[config.mk]
export PLATFORM = sky130hd
export DESIGN_NAME = dmem_arbiter_flat
export DESIGN_NICKNAME = d
export VERILOG_FILES = /design/src/rtl/dmem_arbiter_if.sv /design/src/rtl/dmem_arbiter.sv /design/src/flat_wrapper.sv
export SDC_FILE = /design/constraint.sdc
export NUM_CORES = 1
export LEC_CHECK = 0
export ABC_CLOCK_PERIOD_IN_PS = 4100
export CAP_MARGIN = 20
export CORE_AREA = 2 2 216 218
export DETAILED_ROUTE_END_ITERATION = 7
export DIE_AREA = 0 0 218 220
export DONT_BUFFER_PORTS = 1
export PLACE_DENSITY = 0.57
export SLEW_MARGIN = 20
export SYNTH_ARGS = -nofsm -noshare
export SYNTH_HDL_FRONTEND = slang
export SYNTH_SLANG_ARGS = --single-unit
[constraint.sdc]
create_clock -name clk -period 4.1 [get_ports clk]
set_clock_uncertainty 0.15 [all_clocks]
set_input_delay 0.82 -clock clk [delete_from_list [all_inputs] [get_ports clk]]
set_output_delay 0.82 -clock clk [all_outputs]
set_load 0.005 [all_outputs]
[src/rtl/dmem_arbiter_if.sv]
// rtl/dmem_arbiter_if.sv - one requester port of dmem_arbiter (request fields, grant, response)
`timescale 1ns/1ps
interface dmem_arbiter_if;
  logic        req;
  logic        we;
  logic [2:0]  f3;
  logic [63:0] addr;
  logic [63:0] wdata;
  logic        gnt;
  logic        rvalid;
  logic [63:0] rdata;
  logic        err;

  modport master (output req, we, f3, addr, wdata, input gnt, rvalid, rdata, err);
  modport slave  (input req, we, f3, addr, wdata, output gnt, rvalid, rdata, err);
endinterface

[src/rtl/dmem_arbiter.sv]
// rtl/dmem_arbiter.sv - two-port data memory arbiter with lane alignment; DMEM_ARB_ROUND_ROBIN_EN selects round-robin ties
`timescale 1ns/1ps
module dmem_arbiter #(
  parameter int ADDR_W = 12,
  parameter int RD_LAT = 1
) (
  input  logic              clk,
  input  logic              reset,
  dmem_arbiter_if.slave     rq0,
  dmem_arbiter_if.slave     rq1,
  output logic              mem_en,
  output logic              mem_we,
  output logic [7:0]        mem_be,
  output logic [ADDR_W-4:0] mem_addr,
  output logic [63:0]       mem_wdata,
  input  logic [63:0]       mem_rdata
);
  typedef enum logic [1:0] {IDLE, ISSUE, WAIT, RESP} state_t;
  state_t state_q, state_d;

  logic        own_q, we_q;
  logic [2:0]  f3_q;
  logic [63:0] addr_q, wdata_q;
  logic [1:0]  cnt_q;
  logic [63:0] rdata0_q, rdata1_q;
  logic        err0_q, err1_q;
  logic        any_req, win, capture;
  logic        misalign, acc_err, last_beat;
  logic [7:0]  be_base;
  logic [63:0] shifted, ext;
  logic        gnt, rvalid;

  assign any_req = rq0.req | rq1.req;
  assign capture = (state_q == IDLE) && any_req;

`ifdef DMEM_ARB_ROUND_ROBIN_EN
  logic prio_q;
  assign win = (rq0.req && rq1.req) ? prio_q : rq1.req;

  // tie-break pointer: after each grant the other port gets priority
  always_ff @(posedge clk or negedge reset) begin
    if (!reset) prio_q <= 1'b0;
    else if (capture) prio_q <= ~win;
  end
`else
  assign win = ~rq0.req;
`endif

  assign acc_err   = misalign | (|addr_q[63:ADDR_W]) | (f3_q == 3'd7) | (we_q & f3_q[2]);
  assign shifted   = mem_rdata >> {addr_q[2:0], 3'b000};
  assign last_beat = (cnt_q == 2'(RD_LAT - 1));

  // access size decode: alignment mask and unshifted byte-enable pattern
  always_comb begin
    misalign = 1'b0;
    be_base  = 8'h01;
    case (f3_q[1:0])
      2'd0:    begin misalign = 1'b0;          be_base = 8'h01; end
      2'd1:    begin misalign = addr_q[0];     be_base = 8'h03; end
      2'd2:    begin misalign = |addr_q[1:0];  be_base = 8'h0F; end
      default: begin misalign = |addr_q[2:0];  be_base = 8'hFF; end
    endcase
  end

  // load lane extraction with sign/zero extension by funct3
  always_comb begin
    ext = shifted;
    case (f3_q)
      3'd0:    ext = {{56{shifted[7]}},  shifted[7:0]};
      3'd1:    ext = {{48{shifted[15]}}, shifted[15:0]};
      3'd2:    ext = {{32{shifted[31]}}, shifted[31:0]};
      3'd4:    ext = {56'd0, shifted[7:0]};
      3'd5:    ext = {48'd0, shifted[15:0]};
      3'd6:    ext = {32'd0, shifted[31:0]};
      default: ext = shifted;
    endcase
  end

  // state register
  always_ff @(posedge clk or negedge reset) begin
    if (!reset) state_q <= IDLE;
    else        state_q <= state_d;
  end

  // next state and memory/handshake outputs
  always_comb begin
    state_d   = state_q;
    gnt       = 1'b0;
    rvalid    = 1'b0;
    mem_en    = 1'b0;
    mem_we    = 1'b0;
    mem_be    = '0;
    mem_addr  = '0;
    mem_wdata = '0;
    case (state_q)
      IDLE: if (any_req) state_d = ISSUE;
      ISSUE: begin
        gnt = 1'b1;
        if (!acc_err) begin
          mem_en    = 1'b1;
          mem_we    = we_q;
          mem_be    = be_base << addr_q[2:0];
          mem_addr  = addr_q[ADDR_W-1:3];
          mem_wdata = wdata_q << {addr_q[2:0], 3'b000};
        end
        state_d = (acc_err || we_q) ? RESP : WAIT;
      end
      WAIT: if (last_beat) state_d = RESP;
      default: begin
        rvalid  = 1'b1;
        state_d = IDLE;
      end
    endcase
  end

  // latch the winning requester's fields when leaving IDLE
  always_ff @(posedge clk or negedge reset) begin
    if (!reset) begin
      own_q   <= 1'b0;
      we_q    <= 1'b0;
      f3_q    <= 3'd0;
      addr_q  <= 64'd0;
      wdata_q <= 64'd0;
    end else if (capture) begin
      own_q   <= win;
      we_q    <= win ? rq1.we    : rq0.we;
      f3_q    <= win ? rq1.f3    : rq0.f3;
      addr_q  <= win ? rq1.addr  : rq0.addr;
      wdata_q <= win ? rq1.wdata : rq0.wdata;
    end
  end

  // read latency counter, restarted at every issue
  always_ff @(posedge clk or negedge reset) begin
    if (!reset)                 cnt_q <= 2'd0;
    else if (state_q == ISSUE)  cnt_q <= 2'd0;
    else if (state_q == WAIT)   cnt_q <= cnt_q + 2'd1;
  end

  // per-port response registers; they hold between rvalid pulses
  always_ff @(posedge clk or negedge reset) begin
    if (!reset) begin
      rdata0_q <= 64'd0;
      rdata1_q <= 64'd0;
      err0_q   <= 1'b0;
      err1_q   <= 1'b0;
    end else begin
      if (state_q == ISSUE) begin
        if (own_q) err1_q <= acc_err;
        else       err0_q <= acc_err;
      end
      if (state_q == WAIT && last_beat) begin
        if (own_q) rdata1_q <= ext;
        else       rdata0_q <= ext;
      end
    end
  end

  assign rq0.gnt    = gnt & ~own_q;
  assign rq1.gnt    = gnt & own_q;
  assign rq0.rvalid = rvalid & ~own_q;
  assign rq1.rvalid = rvalid & own_q;
  assign rq0.rdata  = rdata0_q;
  assign rq1.rdata  = rdata1_q;
  assign rq0.err    = err0_q;
  assign rq1.err    = err1_q;
endmodule

[src/flat_wrapper.sv]
// flat-port wrapper written by rule: the top's interface ports become plain ports
module dmem_arbiter_flat 
#(
  parameter int ADDR_W = 12,
  parameter int RD_LAT = 1
)
  (clk, reset, mem_en, mem_we, mem_be, mem_addr, mem_wdata, mem_rdata, rq0_req, rq0_we, rq0_f3, rq0_addr, rq0_wdata, rq0_gnt, rq0_rvalid, rq0_rdata, rq0_err, rq1_req, rq1_we, rq1_f3, rq1_addr, rq1_wdata, rq1_gnt, rq1_rvalid, rq1_rdata, rq1_err);
  dmem_arbiter_if rq0_i ();
  dmem_arbiter_if rq1_i ();
  input  logic clk;
  input  logic reset;
  output logic mem_en;
  output logic mem_we;
  output logic [7:0] mem_be;
  output logic [ADDR_W-4:0] mem_addr;
  output logic [63:0] mem_wdata;
  input  logic [63:0] mem_rdata;
  input wire logic [$bits(rq0_i.req)-1:0] rq0_req;
  input wire logic [$bits(rq0_i.we)-1:0] rq0_we;
  input wire logic [$bits(rq0_i.f3)-1:0] rq0_f3;
  input wire logic [$bits(rq0_i.addr)-1:0] rq0_addr;
  input wire logic [$bits(rq0_i.wdata)-1:0] rq0_wdata;
  output wire logic [$bits(rq0_i.gnt)-1:0] rq0_gnt;
  output wire logic [$bits(rq0_i.rvalid)-1:0] rq0_rvalid;
  output wire logic [$bits(rq0_i.rdata)-1:0] rq0_rdata;
  output wire logic [$bits(rq0_i.err)-1:0] rq0_err;
  input wire logic [$bits(rq1_i.req)-1:0] rq1_req;
  input wire logic [$bits(rq1_i.we)-1:0] rq1_we;
  input wire logic [$bits(rq1_i.f3)-1:0] rq1_f3;
  input wire logic [$bits(rq1_i.addr)-1:0] rq1_addr;
  input wire logic [$bits(rq1_i.wdata)-1:0] rq1_wdata;
  output wire logic [$bits(rq1_i.gnt)-1:0] rq1_gnt;
  output wire logic [$bits(rq1_i.rvalid)-1:0] rq1_rvalid;
  output wire logic [$bits(rq1_i.rdata)-1:0] rq1_rdata;
  output wire logic [$bits(rq1_i.err)-1:0] rq1_err;
  assign rq0_i.req = rq0_req;
  assign rq0_i.we = rq0_we;
  assign rq0_i.f3 = rq0_f3;
  assign rq0_i.addr = rq0_addr;
  assign rq0_i.wdata = rq0_wdata;
  assign rq0_gnt = rq0_i.gnt;
  assign rq0_rvalid = rq0_i.rvalid;
  assign rq0_rdata = rq0_i.rdata;
  assign rq0_err = rq0_i.err;
  assign rq1_i.req = rq1_req;
  assign rq1_i.we = rq1_we;
  assign rq1_i.f3 = rq1_f3;
  assign rq1_i.addr = rq1_addr;
  assign rq1_i.wdata = rq1_wdata;
  assign rq1_gnt = rq1_i.gnt;
  assign rq1_rvalid = rq1_i.rvalid;
  assign rq1_rdata = rq1_i.rdata;
  assign rq1_err = rq1_i.err;
  dmem_arbiter #(.ADDR_W(ADDR_W), .RD_LAT(RD_LAT)) u_core (.clk(clk), .reset(reset), .rq0(rq0_i), .rq1(rq1_i), .mem_en(mem_en), .mem_we(mem_we), .mem_be(mem_be), .mem_addr(mem_addr), .mem_wdata(mem_wdata), .mem_rdata(mem_rdata));
endmodule
Yosys cells after proc, flatten, opt, wreduce, memory -nomap -nowiden
Cells that the tools add are included.
{ "totals": {"register_bits": 267, "latchBits": 0, "ramBits": 0, "romBits": 0, "in_bits": 332, "out_inout_bits": 217, "wordCells": 80, "memories": 0} }
{ "op_classes": {"n_addsub": 1, "n_mul": 0, "n_div": 0, "order_cmp": 0, "n_eq_ne": 12, "shifts": 3, "n_mux": 25, "n_bitwise": 11, "reduce_logical": 17} }
{ "ops": {"columns": ["op", "count"], "rows": [
  ["64-bit case mux with 6 select lines", 1],
  ["64-bit 2-to-1 mux", 4],
  ["64-bit by 6-bit << shifter with 64-bit output", 1],
  ["64-bit by 6-bit >> shifter with 64-bit output", 1],
  ["52-bit OR reduction", 1],
  ["8-bit case mux with 3 select lines", 1],
  ["9-bit 2-to-1 mux", 2],
  ["8-bit 2-to-1 mux", 2],
  ["3-bit == test (second input constant)", 4],
  ["2-bit AND reduction", 5],
  ["1-bit 2-to-1 mux", 8],
  ["2-bit 2-to-1 mux", 4],
  ["8-bit by 3-bit << shifter with 8-bit output", 1],
  ["2-bit logical NOT", 3],
  ["2-bit case mux with 3 select lines", 1],
  ["3-bit OR reduction", 2],
  ["1-bit AND", 5],
  ["2-bit by 1-bit == test with 1-bit output (second input constant)", 2],
  ["2-bit == test (second input constant)", 2],
  ["2-bit by 1-bit != test with 1-bit output (second input constant)", 2],
  ["1-bit OR", 4],
  ["3-bit by 1-bit == test with 1-bit output (second input constant)", 1],
  ["3-bit by 2-bit == test with 1-bit output (second input constant)", 1],
  ["3-bit logical NOT", 1],
  ["8 further kinds", 10]
]} }

Longest topological paths before layout
{ "logic_depth": {"word_depth": 8, "depth_mapped": 9, "depth_no_buf": 7} }

Worst setup path before layout
No wires, ideal clock.
{ "synth_path": {"path_type": "flip-flop to output port", "startpoint": "register u_core.addr_q[1]", "endpoint": "output port mem_wdata[16]", "t_arrival_ns": 1.914, "required_ns": 3.130, "slack_ns": 1.216, "stages_incl_launch_ff": 8, "n_path_buf": 2, "cell_sequence": "dfrtp_1 > buf_2 > nor2_1 > a21oi_1 > nor4_1 > nand3_1 > clkbuf_1 > nor3b_1"} }
{ "synth_between": {"elab_chain_cells": 7, "word_cells_on_any_way": 9, "cone_classes": "shift (1); mux (3); bitwise (3); reduce/logical (2)"} }
{ "synth_rtl": {"columns": ["item", "line", "text"], "rows": [
  ["start: declaration", "dmem_arbiter.sv:23", "logic [63:0] addr_q, wdata_q;"],
  ["start signal: assignment", "dmem_arbiter.sv:128", "addr_q <= win ? rq1.addr : rq0.addr;"],
  ["3-bit OR reduction / 2-bit OR reduction (equally long branches)", "dmem_arbiter.sv:61, dmem_arbiter.sv:60", null],
  ["1-bit case mux with 3 select lines", "dmem_arbiter.sv:57", "case (f3_q[1:0])"],
  ["1-bit OR (3 in series)", "dmem_arbiter.sv:49", "assign acc_err = misalign | (|addr_q[63:ADDR_W]) | (f3_q == 3'd7) | (we_q & f3_q[2]);"],
  ["64-bit 2-to-1 mux *", "dmem_arbiter.sv:99", "if (!acc_err) begin"],
  ["64-bit 2-to-1 mux *", "dmem_arbiter.sv:95", "case (state_q)"],
  ["end: declaration", "flat_wrapper.sv:16", "output logic [63:0] mem_wdata;"]
]} }
Mark *: on every way between the ends. The rest lies on a longest branch, timed or not.

Worst setup path in the final report
{ "layout_path": {"startpoint": "register u_core.addr_q[59]", "endpoint": "output port mem_wdata[58]"} }
{ "layout_between": {"elab_chain_cells": 6} }
{ "layout_rtl": {"columns": ["item", "line"], "rows": [
  ["52-bit OR reduction", "dmem_arbiter.sv:49"],
  ["1-bit OR (3 in series)", "dmem_arbiter.sv:49"],
  ["64-bit 2-to-1 mux", "dmem_arbiter.sv:99"],
  ["64-bit 2-to-1 mux", "dmem_arbiter.sv:95"]
]} }
No other way between the ends.

==> out/metrics.cfg <==
[sta]
fin_hold_ws_ps=-173
period_minus_slack_ps=3980
setup_tns_ps=0
setup_violations=0
fmax_ghz=0.251
slew_viol_final=0
finalCritPeriodShare=0.971
hold_viol=267
relSlewSlack=0.361
setup_slack_ps=119
tightest_slew_ps=958
rsz0062_at_grt=no

[logic_synthesis]
yosysWarnings=0
netlist_area_sq_um=15200
ys.flop_type=dfrtp_1
syn_inst=1579
synth_cell_types=48
syn_nets=1917
synth_edf_count=0
synth-simple-area-share=0.144
yosysSeqAreaShare=0.441
synthArstFlopShare=1.00
synth.area.mux_share=0.203
ys_seq_elements=267
synthAdderAreaFrac=0.00495
postSynthAreaPerCell_sq_um=9.60
synth_top_family_by_area=multiplexers
synth_compound_area_frac=0.164
synthXorXnorAreaFrac=0

[routing]
vias_per_cell=5.79
wl_per_cell_um=27.6
wl_um=60000
drc=0
via_count=12600
detail-route-antenna-nets=0
first_iter_violations=1092
first_pass_iters=6

[setup_path]
worst-setup-path-type=flop to output pin
crit_family=simple AND/OR/NAND/NOR gates
max_stage_delay_ps=460
path_max_fanout=21
path_cells=nor4_2, nand4_1, nor2_4, nand3_4, buf_4, nor2_1, buf_4
cpMaxStageDelayCell=nor4_2
required_ps=3130
critPathBufInv=2
end_kind=output pin
arrival_ps=3010
cp_common_cell=buf_4
startpoint_type=flop

[power]
p_comb_frac=0.433
p_leak_nw=7.18
ir_drop_v=0.000462
power_frac_seq=0.361
p_sw_mw=6.37
power_density_nw_per_um2=862
sw_frac_of_total=0.434
p_clk_frac=0.206
internal_power_mw=8.31

[cells_and_area]
syn2layout_area_growth_pct=12.3
layout-drive-gt1-share=0.126
layout.nets=1879
fin_util=0.371
n_fill_cell=4636
postLayoutCellArea_sq_um=17000

[run_status]
violations=hold timing
status=finished, violations left

[placement]
dp_hpwl_um=44200
place_ws_ps=363
placedInstanceArea_sq_um=15900
place_congestion=0.914
portBuffers=0

[job]
cap_viol_max_count=0

[grt]
antenna_found_initial=12
grt_pass1_vias=12300
grt_pass1_wl_um=84500
grt_start_max_net_pins=268
gr-total-overflow=0
grtUsageTotal=0.242

[die]
fp-row-count=79
start_util=0.331
fp.dieH_um=220
core_sq_um=45900
die_w_um=218
die_area_sq_um=48000
ioPinCount=549

[clocking]
h-tree-depth=2
cts_tree=yes
numCtsBuffers=35
worst_skew_pair.late_latency_ps=540
clock_sinks=267
clkTransAtPathRegs_ps=60
clockBufferDepth=3
root_buffer=clkbuf_16

[worst_hold_path]
min_path_type=input pin to async pin

-- path summary, 6_finish.rpt --
path                                    from              endpoint  slack (ps)  depth (start not counted)
max                        u_core.addr_q[59]         mem_wdata[58]         120                          7
min                                    reset  u_core.rq1.rdata[50]        -170                          0
max reg2reg                 u_core.addr_q[1]  u_core.rq1.rdata[39]         680                          6
min reg2reg                u_core.addr_q[10]     u_core.addr_q[10]         320                          2
max in group asynchronous              reset     u_core.wdata_q[6]        3590                          0
min in group clk                     rq0_req          u_core.own_q         250                          1
-- cells in the final DEF, fill, tap and decap left out, types with 4 or more instances in the layout --
master / netlist / layout
o21ai_0: 186 / 185
nand2_1: 187 / 187
inv_1: 8 / 7
ha_1: 6 / 6
o21a_1: 7 / 7
dfrtp_1: 267 / 264
buf_4: 8 / 60
mux2i_1: 186 / 186
nand2b_1: 12 / 12
nor4_1: 14 / 12
o22a_1: 48 / 48
nor3_1: 34 / 34
mux2_2: 16 / 16
nor2_1: 157 / 152
a31oi_1: 8 / 8
a22oi_1: 16 / 16
a211oi_1: 30 / 30
nand3_1: 5 / 4
and2_1: 11 / 11
clkbuf_1: 83 / 6
mux4_2: 46 / 46
nor2b_1: 22 / 21
diode_2: 0 / 10
and3_1: 19 / 18
clkbuf_16: 0 / 37
nand4_1: 4 / 4
o21ai_1: 6 / 6
a21oi_1: 106 / 106
nor3b_1: 17 / 17
-- layer usage --
layer | part of all wire | global-route usage | vias up | wire [um]
li1 | - | - | 5607 | -
met3 | 0.097 | 0.0755 | 109 | 5850
met4 | 0.037 | 0.107 | 6 | 2210
met1 | 0.36 | 0.274 | 6216 | 21800
met2 | 0.50 | 0.419 | 649 | 30100
met5 | 0.00082 | 0 | - | 49
-- logic make-up after synthesis --
group | count (synthesis)
mux | 248
simple gates | 490
fa+ha+maj | 6
compound gates | 420
flops | 267
buf+inv | 148
-- power groups by stage --
stage	sequential [mW]	combinational [mW]	clock (mW)
2_1_floorplan	4.72	4.78	0
3_3_place_gp	5.28	6.27	0
3_5_place_dp	5.34	6.34	0
4_1_cts	5.30	6.39	3.10
5_1_grt	5.45	7.01	3.19
6_report	5.30	6.35	3.02
-- Yosys cell counts (all sizes together) (4+ instances only) --
master	count	area, sq um
mux2i	186	1860
nor2	157	589
ha	6	75.1
clkbuf	83	312
inv	9	33.8
nand3	5	25.0
o22a	48	420
buf	56	300
nor4	14	87.6
nor2b	22	138
dfrtp	267	6680
a31oi	8	50.1
a22oi	16	120
nand4	4	25.0
mux2	16	180
a21oi	106	531
and3	19	119
o21ai	194	993
o21a	7	52.6
and2	11	68.8
nand2	187	702
a211oi	30	225
nor3b	17	128
nand2b	12	75.1
nor3	34	170
mux4	46	1040
-- registers in the layout, summed over array words and instances, names as in the netlist --
| signal | flops |
|---|---|
| u_core.we_q | 1 |
| u_core.rq1.rdata | 64 |
| u_core.state_q | 2 |
| u_core.rq0.rdata | 64 |
| u_core.rq1.err | 1 |
| u_core.rq0.err | 1 |
| u_core.f3_q | 3 |
| u_core.cnt_q | 2 |
| u_core.addr_q | 64 |
| u_core.wdata_q | 64 |
| u_core.own_q | 1 |
-- metrics by stage --
stage                     total power, mW  std cells
after floorplan                      9.50       1579
final                                14.7       2175
after global routing                 15.6       2173
after detailed placement             11.7       2109
after CTS                            14.8       2165
after global placement               11.5       2109
-- cell type report --
class	instances	area, sq um	share of cell area
Multi-Input combinational cell	1165	7910	0.465
Sequential cell	267	6690	0.393
Clock buffer	45	976	0.0573
Tap cell	607	759	0.0446
Timing Repair Buffer	63	510	0.0300
Clock inverter	9	118	0.00691
Inverter	9	33.8	0.00198
Antenna cell	10	25.0	0.00147
-- what timing repair did --
action	4_1_cts	5_1_grt
buffers inserted	1	0
hold endpoints to repair	267	267
setup endpoints to repair	36	0
gates resized for setup	5	0
(Power assumes the default switching activity.)
